**src/rtl/rom_map_pkg.sv**
```systemverilog
// Shared types and helpers for the ROM bank mapper / DDRAM bridge.
package rom_map_pkg;

  localparam int DEF_BANK_W = 6;

  typedef logic [DEF_BANK_W-1:0] bank_t;

  typedef enum logic [0:0] {
    IDLE    = 1'b0,
    RD_WAIT = 1'b1
  } rd_state_t;

  // Bank i initially maps onto itself, truncated to the register width.
  function automatic logic [31:0] map_reset_value(input int unsigned i, input int unsigned w);
    return 32'(i) & ((32'd1 << w) - 32'd1);
  endfunction

endpackage

```
**src/rtl/rom_bank_regs.sv**
```systemverilog
// Bank window registers, SRAM-enable bit and CPU-to-DDRAM address translation.
module rom_bank_regs
  import rom_map_pkg::*;
#(
  parameter int NUM_BANKS = 8,
  parameter int BANK_W    = 6,
  parameter int WIN_W     = 16,
  parameter int CPU_AW    = 20,
  parameter int LINE_SH   = 3,
  parameter int DDR_AW    = 25,
  localparam int IDX_W    = $clog2(NUM_BANKS)
) (
  input  logic              clk_sys,
  input  logic              reset,
  input  logic              map_we,
  input  logic [IDX_W-1:0]  map_a,
  input  logic [BANK_W-1:0] map_d,
  input  logic [CPU_AW-1:0] cpu_addr,
  output logic              sram_en,
  output logic [DDR_AW-1:0] phys
);

  localparam int MAP_W = BANK_W + WIN_W;
  localparam int EXT_W = ((MAP_W > CPU_AW) ? MAP_W : CPU_AW) + LINE_SH;

  logic [BANK_W-1:0] banks_q [NUM_BANKS];
  logic [BANK_W-1:0] banks_d [NUM_BANKS];
  logic              use_map_q, use_map_d;
  logic              sram_en_q, sram_en_d;

  always_comb begin
    banks_d   = banks_q;
    use_map_d = use_map_q;
    sram_en_d = sram_en_q;
    if (map_we) begin
      // Index 0 is the SRAM-enable register, not a bank window.
      if (map_a == '0) begin
        sram_en_d = map_d[0];
      end else begin
        banks_d[map_a] = map_d;
        use_map_d      = 1'b1;
      end
    end
  end

  // NOTE: the bank file is a few flops with defined power-up mapping, so it is reset; a large RAM would not be.
  always_ff @(posedge clk_sys or posedge reset) begin
    if (reset) begin
      for (int i = 0; i < NUM_BANKS; i++) begin
        banks_q[i] <= BANK_W'(map_reset_value(i, BANK_W));
      end
      use_map_q <= 1'b0;
      sram_en_q <= 1'b0;
    end else begin
      banks_q   <= banks_d;
      use_map_q <= use_map_d;
      sram_en_q <= sram_en_d;
    end
  end

  logic [IDX_W-1:0] bank;
  logic [MAP_W-1:0] mapped;
  logic [EXT_W-1:0] logical;

  assign bank    = cpu_addr[WIN_W+IDX_W-1:WIN_W];
  assign mapped  = {banks_q[bank], cpu_addr[WIN_W-1:0]};
  assign logical = use_map_q ? EXT_W'(mapped) : EXT_W'(cpu_addr);
  assign phys    = DDR_AW'(logical << LINE_SH);
  assign sram_en = sram_en_q;

endmodule

```
**src/rtl/rom_map_bridge.sv**
```systemverilog
// CPU ROM read path (one-line cache, single outstanding DDRAM read) and HPS download writes.
module rom_map_bridge
  import rom_map_pkg::*;
#(
  parameter int NUM_BANKS = 8,
  parameter int BANK_W    = 6,
  parameter int WIN_W     = 16,
  parameter int CPU_AW    = 20,
  parameter int LINE_SH   = 3,
  parameter int DDR_AW    = 25,
  parameter int DL_AW     = 25,
  localparam int IDX_W    = $clog2(NUM_BANKS)
) (
  input  logic              clk_sys,
  input  logic              reset,
  input  logic              map_we,
  input  logic [IDX_W-1:0]  map_a,
  input  logic [BANK_W-1:0] map_d,
  output logic              sram_en,
  input  logic [CPU_AW-1:0] cpu_addr,
  input  logic              cpu_req,
  output logic              cpu_ack,
  output logic [63:0]       cpu_data,
  input  logic              dl_active,
  input  logic              dl_wr,
  input  logic [DL_AW-1:0]  dl_addr,
  input  logic [15:0]       dl_data,
  output logic              dl_wait,
  output logic [DDR_AW-1:0] ddr_addr,
  output logic [15:0]       ddr_din,
  output logic              ddr_we_req,
  input  logic              ddr_we_ack,
  output logic              ddr_rd_req,
  input  logic              ddr_rd_ack,
  input  logic [63:0]       ddr_dout
);

  logic [DDR_AW-1:0] phys;

  rom_bank_regs #(
    .NUM_BANKS (NUM_BANKS),
    .BANK_W    (BANK_W),
    .WIN_W     (WIN_W),
    .CPU_AW    (CPU_AW),
    .LINE_SH   (LINE_SH),
    .DDR_AW    (DDR_AW)
  ) u_bank_regs (
    .clk_sys  (clk_sys),
    .reset    (reset),
    .map_we   (map_we),
    .map_a    (map_a),
    .map_d    (map_d),
    .cpu_addr (cpu_addr),
    .sram_en  (sram_en),
    .phys     (phys)
  );

  rd_state_t         state_q, state_d;
  logic              cpu_ack_q, cpu_ack_d;
  logic [63:0]       cpu_data_q, cpu_data_d;
  logic [DDR_AW-1:0] ddr_addr_q, ddr_addr_d;
  logic [15:0]       ddr_din_q, ddr_din_d;
  logic              ddr_we_req_q, ddr_we_req_d;
  logic              ddr_rd_req_q, ddr_rd_req_d;
  logic              dl_wait_q, dl_wait_d;
  logic              cache_valid_q, cache_valid_d;
  logic [DDR_AW-1:0] cache_addr_q, cache_addr_d;
  logic [63:0]       cache_data_q, cache_data_d;
  logic              stale_q, stale_d;
  logic              dl_prev_q;

  logic dl_rise, pending, stale_now;

  assign dl_rise   = dl_active & ~dl_prev_q;
  assign pending   = cpu_req != cpu_ack_q;
  assign stale_now = stale_q | map_we | dl_rise;
  // A read still in flight owns ddr_addr, so a starting download is held off.
  assign dl_wait   = dl_wait_q | ((state_q == RD_WAIT) & dl_active);

  // NOTE: every _d takes its _q value first, so no branch can leave one unassigned and infer a latch.
  always_comb begin
    state_d       = state_q;
    cpu_ack_d     = cpu_ack_q;
    cpu_data_d    = cpu_data_q;
    ddr_addr_d    = ddr_addr_q;
    ddr_din_d     = ddr_din_q;
    ddr_we_req_d  = ddr_we_req_q;
    ddr_rd_req_d  = ddr_rd_req_q;
    dl_wait_d     = dl_wait_q;
    cache_valid_d = cache_valid_q;
    cache_addr_d  = cache_addr_q;
    cache_data_d  = cache_data_q;
    stale_d       = stale_q;

    unique case (state_q)
      IDLE: begin
        if (pending && !dl_active) begin
          if (cache_valid_q && (phys == cache_addr_q)) begin
            cpu_data_d = cache_data_q;
            cpu_ack_d  = cpu_req;
          end else begin
            ddr_addr_d   = phys;
            ddr_rd_req_d = ~ddr_rd_req_q;
            stale_d      = 1'b0;
            state_d      = RD_WAIT;
          end
        end
      end
      RD_WAIT: begin
        if (ddr_rd_ack == ddr_rd_req_q) begin
          cpu_data_d = ddr_dout;
          cpu_ack_d  = cpu_req;
          if (!stale_now) begin
            cache_data_d  = ddr_dout;
            cache_addr_d  = ddr_addr_q;
            cache_valid_d = 1'b1;
          end
          state_d = IDLE;
        end else begin
          stale_d = stale_now;
        end
      end
      default: state_d = IDLE;
    endcase

    if (map_we) cache_valid_d = 1'b0;

    if (dl_wait_q && (ddr_we_ack == ddr_we_req_q)) dl_wait_d = 1'b0;

    if (dl_rise) begin
      ddr_we_req_d  = 1'b0;
      cache_valid_d = 1'b0;
    end else if (dl_wr && dl_active && !dl_wait) begin
      ddr_addr_d   = DDR_AW'(dl_addr);
      ddr_din_d    = {dl_data[7:0], dl_data[15:8]};
      ddr_we_req_d = ~ddr_we_req_q;
      dl_wait_d    = 1'b1;
    end
  end

  // NOTE: sequential state uses <= only; the combinational block above uses = only.
  always_ff @(posedge clk_sys or posedge reset) begin
    if (reset) begin
      state_q       <= IDLE;
      cpu_ack_q     <= 1'b0;
      cpu_data_q    <= '0;
      ddr_addr_q    <= '0;
      ddr_din_q     <= '0;
      ddr_we_req_q  <= 1'b0;
      ddr_rd_req_q  <= 1'b0;
      dl_wait_q     <= 1'b0;
      cache_valid_q <= 1'b0;
      cache_addr_q  <= '0;
      cache_data_q  <= '0;
      stale_q       <= 1'b0;
      dl_prev_q     <= 1'b0;
    end else begin
      state_q       <= state_d;
      cpu_ack_q     <= cpu_ack_d;
      cpu_data_q    <= cpu_data_d;
      ddr_addr_q    <= ddr_addr_d;
      ddr_din_q     <= ddr_din_d;
      ddr_we_req_q  <= ddr_we_req_d;
      ddr_rd_req_q  <= ddr_rd_req_d;
      dl_wait_q     <= dl_wait_d;
      cache_valid_q <= cache_valid_d;
      cache_addr_q  <= cache_addr_d;
      cache_data_q  <= cache_data_d;
      stale_q       <= stale_d;
      dl_prev_q     <= dl_active;
    end
  end

  assign cpu_ack    = cpu_ack_q;
  assign cpu_data   = cpu_data_q;
  assign ddr_addr   = ddr_addr_q;
  assign ddr_din    = ddr_din_q;
  assign ddr_we_req = ddr_we_req_q;
  assign ddr_rd_req = ddr_rd_req_q;

endmodule
```
**config.mk**
```make
export PLATFORM = sky130hd
export DESIGN_NAME = rom_map_bridge
export DESIGN_NICKNAME = d
export VERILOG_FILES = /design/src/rtl/rom_map_pkg.sv /design/src/rtl/rom_bank_regs.sv /design/src/rtl/rom_map_bridge.sv
export SDC_FILE = /design/constraint.sdc
export NUM_CORES = 1
export LEC_CHECK = 0
export CORE_MARGIN = 5
export CORE_UTILIZATION = 51
export CTS_CLUSTER_DIAMETER = 100
export DETAILED_ROUTE_END_ITERATION = 8
export HOLD_SLACK_MARGIN = 0.1
export PLACE_DENSITY = 0.81
export SYNTH_ARGS = -nofsm -noshare
export SYNTH_HDL_FRONTEND = slang
export SYNTH_SLANG_ARGS = --single-unit
export TNS_END_PERCENT = 1
```
**constraint.sdc**
```tcl
create_clock -name clk_sys -period 12.1 [get_ports clk_sys]
set_input_delay 2.42 -clock clk_sys [delete_from_list [all_inputs] [get_ports clk_sys]]
set_output_delay 2.42 -clock clk_sys [all_outputs]
set_load 0.02 [all_outputs]
```
Yosys cells after proc, flatten, opt, wreduce, memory -nomap -nowiden
Index checks and enable logic that the tools add are counted.
- bitwise gates (word level): 15
- eq/ne operators: 10
- mux-type cells: 38
- reduce and logical (&&, ||, !) cells: 20
- magnitude comparators: 3
- operators with widths (operator ; count):
    64-bit 2-to-1 mux ; 3
    64-bit one-hot mux with 2 select lines ; 1
    25-bit 2-to-1 mux ; 5
    48-bit bitwise mux ; 1
    25-bit equality test ; 1
    22-bit 2-to-1 mux ; 1
    1-bit 2-to-1 mux ; 19
    6-bit binary-select mux with 3-bit select ; 1
    6-bit demux with 3-bit select ; 1
    6-bit 2-to-1 mux ; 3
    3-bit AND reduction ; 5
    4-bit greater-or-equal comparator (second input constant) ; 2
    2-bit != test (second input constant) ; 4
    1-bit NOT ; 8
    3-bit NOT with 4-bit output ; 2
    1-bit logical AND ; 6
    1-bit one-hot mux with 2 select lines ; 3
    2-bit AND reduction ; 3
    3-bit nonzero test ; 2
    4-bit by 1-bit less-than comparator with 1-bit output (second input constant) ; 1
    3-bit zero test ; 1
    3-bit != test (second input constant) ; 1
    1-bit bitwise OR ; 3
    1-bit bitwise AND ; 2
    5 further kinds ; 7
- output and inout bits: 110
- flip-flop bits (word level): 252

Longest topological paths before layout
Gate-level depths: netlist (run 1).
- depth after elaboration: 12
- depth in mapped cells: 11
- depth with buffers taken out: 7

Hierarchy
From an unflattened synthesis (run 1), not the netlist that was laid out.
- cell total of the unflattened synthesis: 885
- area total of the unflattened synthesis: 11865.1 um2
- by module, submodules not included (module ; cells each ; instances ; area each (um2)):
    rom_map_bridge ; 714 ; 1 ; 9351.5
    rom_bank_regs ; 171 ; 1 ; 2513.7

Worst setup path before layout (run 1)
OpenSTA, ideal clock, no wires.
- path type: input to output
- from: in dl_active
- to: out dl_wait
- stages: 2
- data required time: 9680 ps
- arrival: 2796 ps
- setup slack: 6884 ps
- cells stage by stage: a21oi_1 -> inv_1
- word-level cells in the longest chain between the ends: 2
- RTL lines (element ; line ; RTL):
    start, declared ; rom_map_bridge.sv:24 ; input logic dl_active,
    1-bit bitwise AND ; rom_map_bridge.sv:78 ; assign dl_wait = dl_wait_q | ((state_q == RD_WAIT) & dl_active);
    1-bit bitwise OR ; rom_map_bridge.sv:78 ;
    end, declared ; rom_map_bridge.sv:28 ; output logic dl_wait,
No other way between the ends.

Worst setup path in the final report (run 1)
Ends and elaborated chain as after synthesis.

==> results of run 1 <==
cell families (layout without fill, tap and decap cells):
family | after synthesis | count (layout)
simple gates | 139 | 139
mux | 273 | 273
other cells | 0 | 1
flops | 252 | 252
compound gates | 71 | 71
buf+inv | 69 | 325
xor+xnor | 23 | 23
registers in the layout (all words and copies together) (netlist names):
name                   flops
state_q                    1
ddr_addr                  25
cpu_ack                    1
stale_q                    1
u_bank_regs.use_map_q      1
ddr_din                   16
cache_addr_q              25
cache_valid_q              1
dl_prev_q                  1
ddr_we_req                 1
cpu_data                  64
ddr_rd_req                 1
u_bank_regs.banks_q       48
dl_wait_q                  1
u_bank_regs.sram_en        1
cache_data_q              64
final timing paths:
kind                                         startpoint                       to  slack [ns]
worst min-delay path            u_bank_regs.banks_q[45]  u_bank_regs.banks_q[45]        0.38
worst min register to register  u_bank_regs.banks_q[45]  u_bank_regs.banks_q[45]        0.38
min in group asynchronous                         reset         cache_data_q[60]        2.49
worst max register to register    u_bank_regs.use_map_q             cpu_data[63]        8.51
max in group asynchronous                         reset                  state_q        8.19
worst max-delay path                          dl_active                  dl_wait        5.75
worst max-delay path, delay by kind of cell:
| family | cells | cell delay [ns] |
|---|---|---|
| buf+inv | 3 | 1.34 |
| compound gates | 1 | 0.17 |
synthesized netlist by cell type, types with 3 or more instances:
cell type	n
dfrtp_1	240
mux2_2	195
nand2_1	70
mux2_4	50
clkbuf_1	36
nor2_1	24
a21oi_1	19
xnor2_1	19
mux2_1	16
o32ai_1	16
inv_1	14
dfstp_2	12
mux4_2	8
o21ai_0	8
buf_6	7
nand4_1	7
buf_2	6
nor2b_1	6
nand3_1	5
and2_1	4
buf_1	4
mux2i_1	4
nand2b_1	4
nor3_1	4
o221ai_1	4
xor2_1	4
a31o_2	3
nand4b_1	3
o21a_1	3
or3_1	3
layout make-up:
type                            instances  area, sq um
Clock buffer                           37        753.2
Fill cell                            1547         6902
Tap cell                              280        350.3
Multi-Input combinational cell        506         4738
Clock inverter                         13        175.2
Sequential cell                       252         6322
Timing Repair Buffer                  261         2587
Antenna cell                            1        2.502
Inverter                               14        60.06
stage by stage:
step	setup WS, ns	total power [uW]
after CTS	5.766	3848
after floorplan	2.772	2382
after global routing	5.657	4010
after detailed placement	5.532	2972
after global placement	5.603	2918
final	5.748	3810
report_power, final:
group	internal [uW]	switching [uW]	total [uW]
Clock	522	334	856
Combinational	875	667	1540
Sequential	1200	207	1410
Total	2600	1210	3810
per-layer routing:
metal  vias up  wire length, um  GRT usage (%)
li1       3425                -              -
met1      3756            11940          29.24
met2       221            13460          35.26
met3        38             1587          3.987
met4         0              654          5.622
met5         -                0              0
==> impl_metrics.env, run 1 <==
export IMPL_status="finished clean"
export IMPL_synth_area_top_cells="dfrtp_1 (53%), mux2_2 (19%), mux2_4 (6.6%)"
export IMPL_viasPerCell=5.455
export IMPL_dpl_hpwl_mm=18.38
export IMPL_ios=252
export IMPL_crit_path_max_fanout=8
export IMPL_cellLeakagePower_uw=0.006507
export IMPL_final_util_pct=68.47
export IMPL_wl_per_cell_um=20.26
export IMPL_clk_pin_slew_ns=0.06
export IMPL_place_congestion=0.7953
export IMPL_finalMaxSlewViolations=0
export IMPL_timing_final_hold_violations=0
export IMPL_die_area_sq_mm=0.02534
export IMPL_cts_tree="built"
export IMPL_fmax_ghz=0.1574
export IMPL_clk_latency_ns=0.53
export IMPL_async_reset_ff_share_pct=100.0
export IMPL_clock_sinks=252
export IMPL_synth_simple_area_share_pct=5.698
export IMPL_ir_worst_vdd_v=0.0001505
export IMPL_cp_arrival_ns=3.93
export IMPL_netlist_area_sq_mm=0.01135
export IMPL_cp_common_cell="clkdlybuf4s50_1"
export IMPL_ys_types=48
export IMPL_cts_hold_buf=0
export IMPL_critPathCaptureType="output pin"
export IMPL_grt_pass1_wl_mm=44.71
export IMPL_crit_chain="clkdlybuf4s50_1 > a21oi_1 > inv_1 > clkdlybuf4s50_1"
export IMPL_synth_seq_cells=252
export IMPL_post_cts_buffers=0
export IMPL_crit_type="primary input to output pin"
export IMPL_period_share_pct=52.50
export IMPL_syn_num_nets=969
export IMPL_fin_hold_ws_ns=0.3794
export IMPL_via_count=7440
export IMPL_die_width_um=159.2
export IMPL_final_setup_tns_ns=0
export IMPL_grt_use_total_pct=21.33
export IMPL_rsz0062_at_grt="false"
export IMPL_relSlewSlack_pct=25.50
export IMPL_synth_fa_ha_area_share_pct=0
export IMPL_detail_route_antenna_nets=0
export IMPL_final_cells=1364
export IMPL_min_period_ns=6.352
export IMPL_synth_xor_area_share_pct=1.774
export IMPL_syn2layout_area_growth_pct=32.04
export IMPL_clock_path_buffers=3
export IMPL_hp_class="register to register"
export IMPL_grt_remaining_overflow=0
export IMPL_synth_edff_count=0
export IMPL_numPlacedInstances=1313
export IMPL_min_path_cells=0
export IMPL_final_nets=1204
export IMPL_ys_flop_type="dfrtp_1"
export IMPL_rows=54
export IMPL_cts_repair_resized=0
export IMPL_wirelength_mm=27.64
export IMPL_antenna_found_initial=1
export IMPL_muxShareOfSynthArea_pct=29.48
export IMPL_worst_pin_slew_ns=1.109
export IMPL_design_area_sq_mm=0.01499
export IMPL_core_sq_mm=0.02189
export IMPL_cts_htree_levels=1
export IMPL_final_common_cell="clkdlybuf4s50_1"
export IMPL_placed_cell_area_sq_mm=0.01406
export IMPL_grt_max_degree=103
export IMPL_grt_pass1_vias=7997
export IMPL_synth_cells=827
export IMPL_io_buffers=251
export IMPL_synth_seq_area_share_pct=55.68
export IMPL_netlist_top_cell_by_area="dfrtp_1"
export IMPL_yosys_warnings=0
export IMPL_cts_made_buffers=27
export IMPL_drt_pass1_iterations=4
export IMPL_synth_top_family_by_area="multiplexers"
export IMPL_cts_root_buf="clkbuf_16"
export IMPL_initial_core_util_pct=51.86
export IMPL_cpPeakStageDelay_ns=0.61
export IMPL_drc=0
export IMPL_drt_iter0_markers=387
export IMPL_synth_top_area_share_pct=52.90
export IMPL_dieHeight_um=159.2
export IMPL_skew_ns=0.02240
export IMPL_layout_drive_gt1_share_pct=30.66
export IMPL_required_ns=9.68
export IMPL_drv_cap=0
export IMPL_slowest_stage="clkdlybuf4s50_1"
export IMPL_powerDensity_mw_per_mm2=254.1
export IMPL_setup_viol=0
export IMPL_final_cell_mix="clkdlybuf4s50_1 (251), dfrtp_1 (239), mux2_2 (195), nand2_1 (70), mux2_4 (50)"
export IMPL_reg2reg_depth=9
export IMPL_syn_area_per_cell_sq_um=13.73
export IMPL_cp_start_kind="primary input"
export IMPL_synth_compound_area_share_pct=4.486
No activity file was read; power rests on OpenSTA's default activity.
==> inputs of run 2 (changes only) <==
--- a/config.mk
+++ b/config.mk
@@ -6,11 +6,11 @@
 export NUM_CORES = 1
 export LEC_CHECK = 0
 export CORE_MARGIN = 5
-export CORE_UTILIZATION = 51
+export CORE_UTILIZATION = 46
 export CTS_CLUSTER_DIAMETER = 100
 export DETAILED_ROUTE_END_ITERATION = 8
 export HOLD_SLACK_MARGIN = 0.1
-export PLACE_DENSITY = 0.81
+export PLACE_DENSITY = 0.77
 export SYNTH_ARGS = -nofsm -noshare
 export SYNTH_HDL_FRONTEND = slang
 export SYNTH_SLANG_ARGS = --single-unit
==> constraint.sdc (replaced) <==
create_clock -name clk_sys -period 5.16 [get_ports clk_sys]
set_input_delay 1.032 -clock clk_sys [delete_from_list [all_inputs] [get_ports clk_sys]]
set_output_delay 1.032 -clock clk_sys [all_outputs]
set_load 0.02 [all_outputs]
==> impl_metrics.env, run 2 (same netlist as run 1, synthesis figures left out) <==
export IMPL_wl_per_cell_um=19.27
export IMPL_ir_worst_vdd_v=0.0003161
export IMPL_rows=57
export IMPL_final_setup_tns_ns=0
export IMPL_required_ns=5.56
export IMPL_die_area_sq_mm=0.02792
export IMPL_die_width_um=167.1
export IMPL_finalMaxSlewViolations=0
export IMPL_final_cell_mix="clkdlybuf4s50_1 (251), dfrtp_1 (239), mux2_2 (195), nand2_1 (70), mux2_4 (50)"
export IMPL_final_nets=1206
export IMPL_place_congestion=0.8064
export IMPL_crit_path_max_fanout=65
export IMPL_switching_share_pct=30.96
export IMPL_rr_endpoint="cpu_data[61]"
export IMPL_antenna_found_initial=0
export IMPL_r2r_setup_slack_ns=2.10
export IMPL_p_int_uw=6317
export IMPL_design_area_sq_mm=0.01521
export IMPL_via_count=7367
export IMPL_dpl_hpwl_mm=18.11
export IMPL_io_buffers=251
export IMPL_drt_iter0_markers=435
export IMPL_reg2reg_depth=8
export IMPL_final_common_cell="clkdlybuf4s50_1"
export IMPL_grt_pass1_wl_mm=44.21
export IMPL_period_share_pct=74.73
export IMPL_clk_pin_slew_ns=0.06
export IMPL_setup_viol=0
export IMPL_multi_input_area_sq_mm=0.004733
export IMPL_cts_made_buffers=28
export IMPL_cp_start_kind="primary input"
export IMPL_clock_sinks=252
export IMPL_viasPerCell=5.225
export IMPL_cts_repair_resized=0
export IMPL_cts_tree="built"
export IMPL_min_period_ns=3.856
export IMPL_clk_latency_ns=0.52
export IMPL_worst_pin_slew_ns=1.220
export IMPL_layout_drive_gt1_share_pct=30.85
export IMPL_min_path_cells=0
export IMPL_fmax_ghz=0.2593
export IMPL_clock_path_buffers=3
export IMPL_crit_chain="clkdlybuf4s50_1 > buf_4 > mux4_2 > mux2_2 > mux2i_1 > a221o_1 > nor4_2 > a22oi_2 > buf_12 > mux2_1"
export IMPL_status="finished clean"
export IMPL_nFillCells=1845
export IMPL_p_seq_share_pct=36.2
export IMPL_power_switching_uw=2832
export IMPL_cp_arrival_ns=4.26
export IMPL_timing_final_hold_violations=0
export IMPL_grt_remaining_overflow=0
export IMPL_powerDensity_mw_per_mm2=601.6
export IMPL_p_comb_share_pct=39.4
export IMPL_seqCellArea_sq_mm=0.006322
export IMPL_critPathCaptureType="register"
export IMPL_post_cts_buffers=0
export IMPL_initial_core_util_pct=46.68
export IMPL_rsz0062_at_grt="false"
export IMPL_cellLeakagePower_uw=0.006575
export IMPL_grt_pass1_vias=7922
export IMPL_drt_pass1_iterations=4
export IMPL_grt_use_total_pct=19.10
export IMPL_relSlewSlack_pct=18.05
export IMPL_wirelength_mm=27.18
export IMPL_hp_class="register to register"
export IMPL_crit_type="primary input to register"
export IMPL_skew_ns=0.007848
export IMPL_insertedDiodeCount=0
export IMPL_hold_end="u_bank_regs.banks_q[43]"
export IMPL_r2r_start="u_bank_regs.use_map_q"
export IMPL_detail_route_antenna_nets=0
export IMPL_grt_max_degree=147
export IMPL_cts_hold_buf=0
export IMPL_crit_path_start="cpu_addr[18]"
export IMPL_placed_cell_area_sq_mm=0.01416
export IMPL_drc=0
export IMPL_cts_htree_levels=1
export IMPL_drv_cap=0
export IMPL_p_clk_share_pct=24.3
export IMPL_slowest_stage="clkdlybuf4s50_1"
export IMPL_cpPeakStageDelay_ns=0.75
export IMPL_hp_start="u_bank_regs.banks_q[43]"
export IMPL_core_sq_mm=0.02432
export IMPL_dieHeight_um=167.1
export IMPL_ios=252
export IMPL_syn2layout_area_growth_pct=33.97
export IMPL_cts_root_buf="clkbuf_16"
run 2: cell count changes in the layout (fill, tap and decap cells not counted):
cell,before,now
buf_12,0,4
buf_4,10,7
diode_2,1,0
clkbuf_16,27,29
bufinv_16,4,7
clkinv_2,7,5
inv_8,2,0
nor2_2,0,1
clkinvlp_4,0,2
nor2_4,1,0
inv_6,1,0
run 2: final cells by class:
class	count	area share [%]
inverter	14	0.3702
tap	324	2.666
timing repair buffer	262	17.39
clock inverter	13	1.596
clock buffer	39	5.282
sequential	252	41.57
multi-input combinational	506	31.12
run 2: power by group through the flow:
stage          combinational [uW]  sequential, uW  clock, uW
2_1_floorplan                1890            3700          0
3_3_place_gp                 3570            3300          0
3_5_place_dp                 3640            3330          0
4_1_cts                      3660            3320       2270
5_1_grt                      3850            3420       2370
6_report                     3610            3310       2230
run 2: stage by stage:
stage               hold WS, ns  util (%)  setup slack, ns  total power, uW  cells
CTS                      0.3807     62.54            1.315             9252   1410
floorplan                0.4221         -           0.8221             5587    827
finish                   0.3792     62.54            1.304             9149   1410
global placement         0.3661     58.23           0.8068             6872   1358
detailed placement       0.3674     58.23           0.7577             6978   1358
global route             0.3929     62.54            1.102             9644   1410
run 2: how the worst max path moves through the flow:
| stage | end | slack [ns] | depth (start not counted) |
|---|---|---|---|
| finish | cpu_data[61] | 1.30 | 10 |
| global route | cpu_data[5] | 1.10 | 9 |
| CTS | cpu_data[50] | 1.32 | 10 |
| detailed placement | cpu_data[50] | 0.76 | 10 |
| global placement | cpu_data[63] | 0.81 | 10 |
| floorplan | cache_addr_q[0] | 0.82 | 1 |
run 2: worst max-delay path, delay by kind of cell:
kind / cells / cell delay [ns]
buffers and inverters: 3 / 1.29
multiplexers: 4 / 1.12
AO/OA/AOI/OAI: 2 / 0.45
AND/OR/NAND/NOR: 1 / 0.30
run 2: per-layer routing:
metal	vias to the layer above	global-route usage [%]	part of all wire, %
met5	-	0	0
met4	0	4.376	1.9
met3	33	3.913	5.6
met2	191	31.65	48
met1	3724	26.17	45
li1	3419	-	-
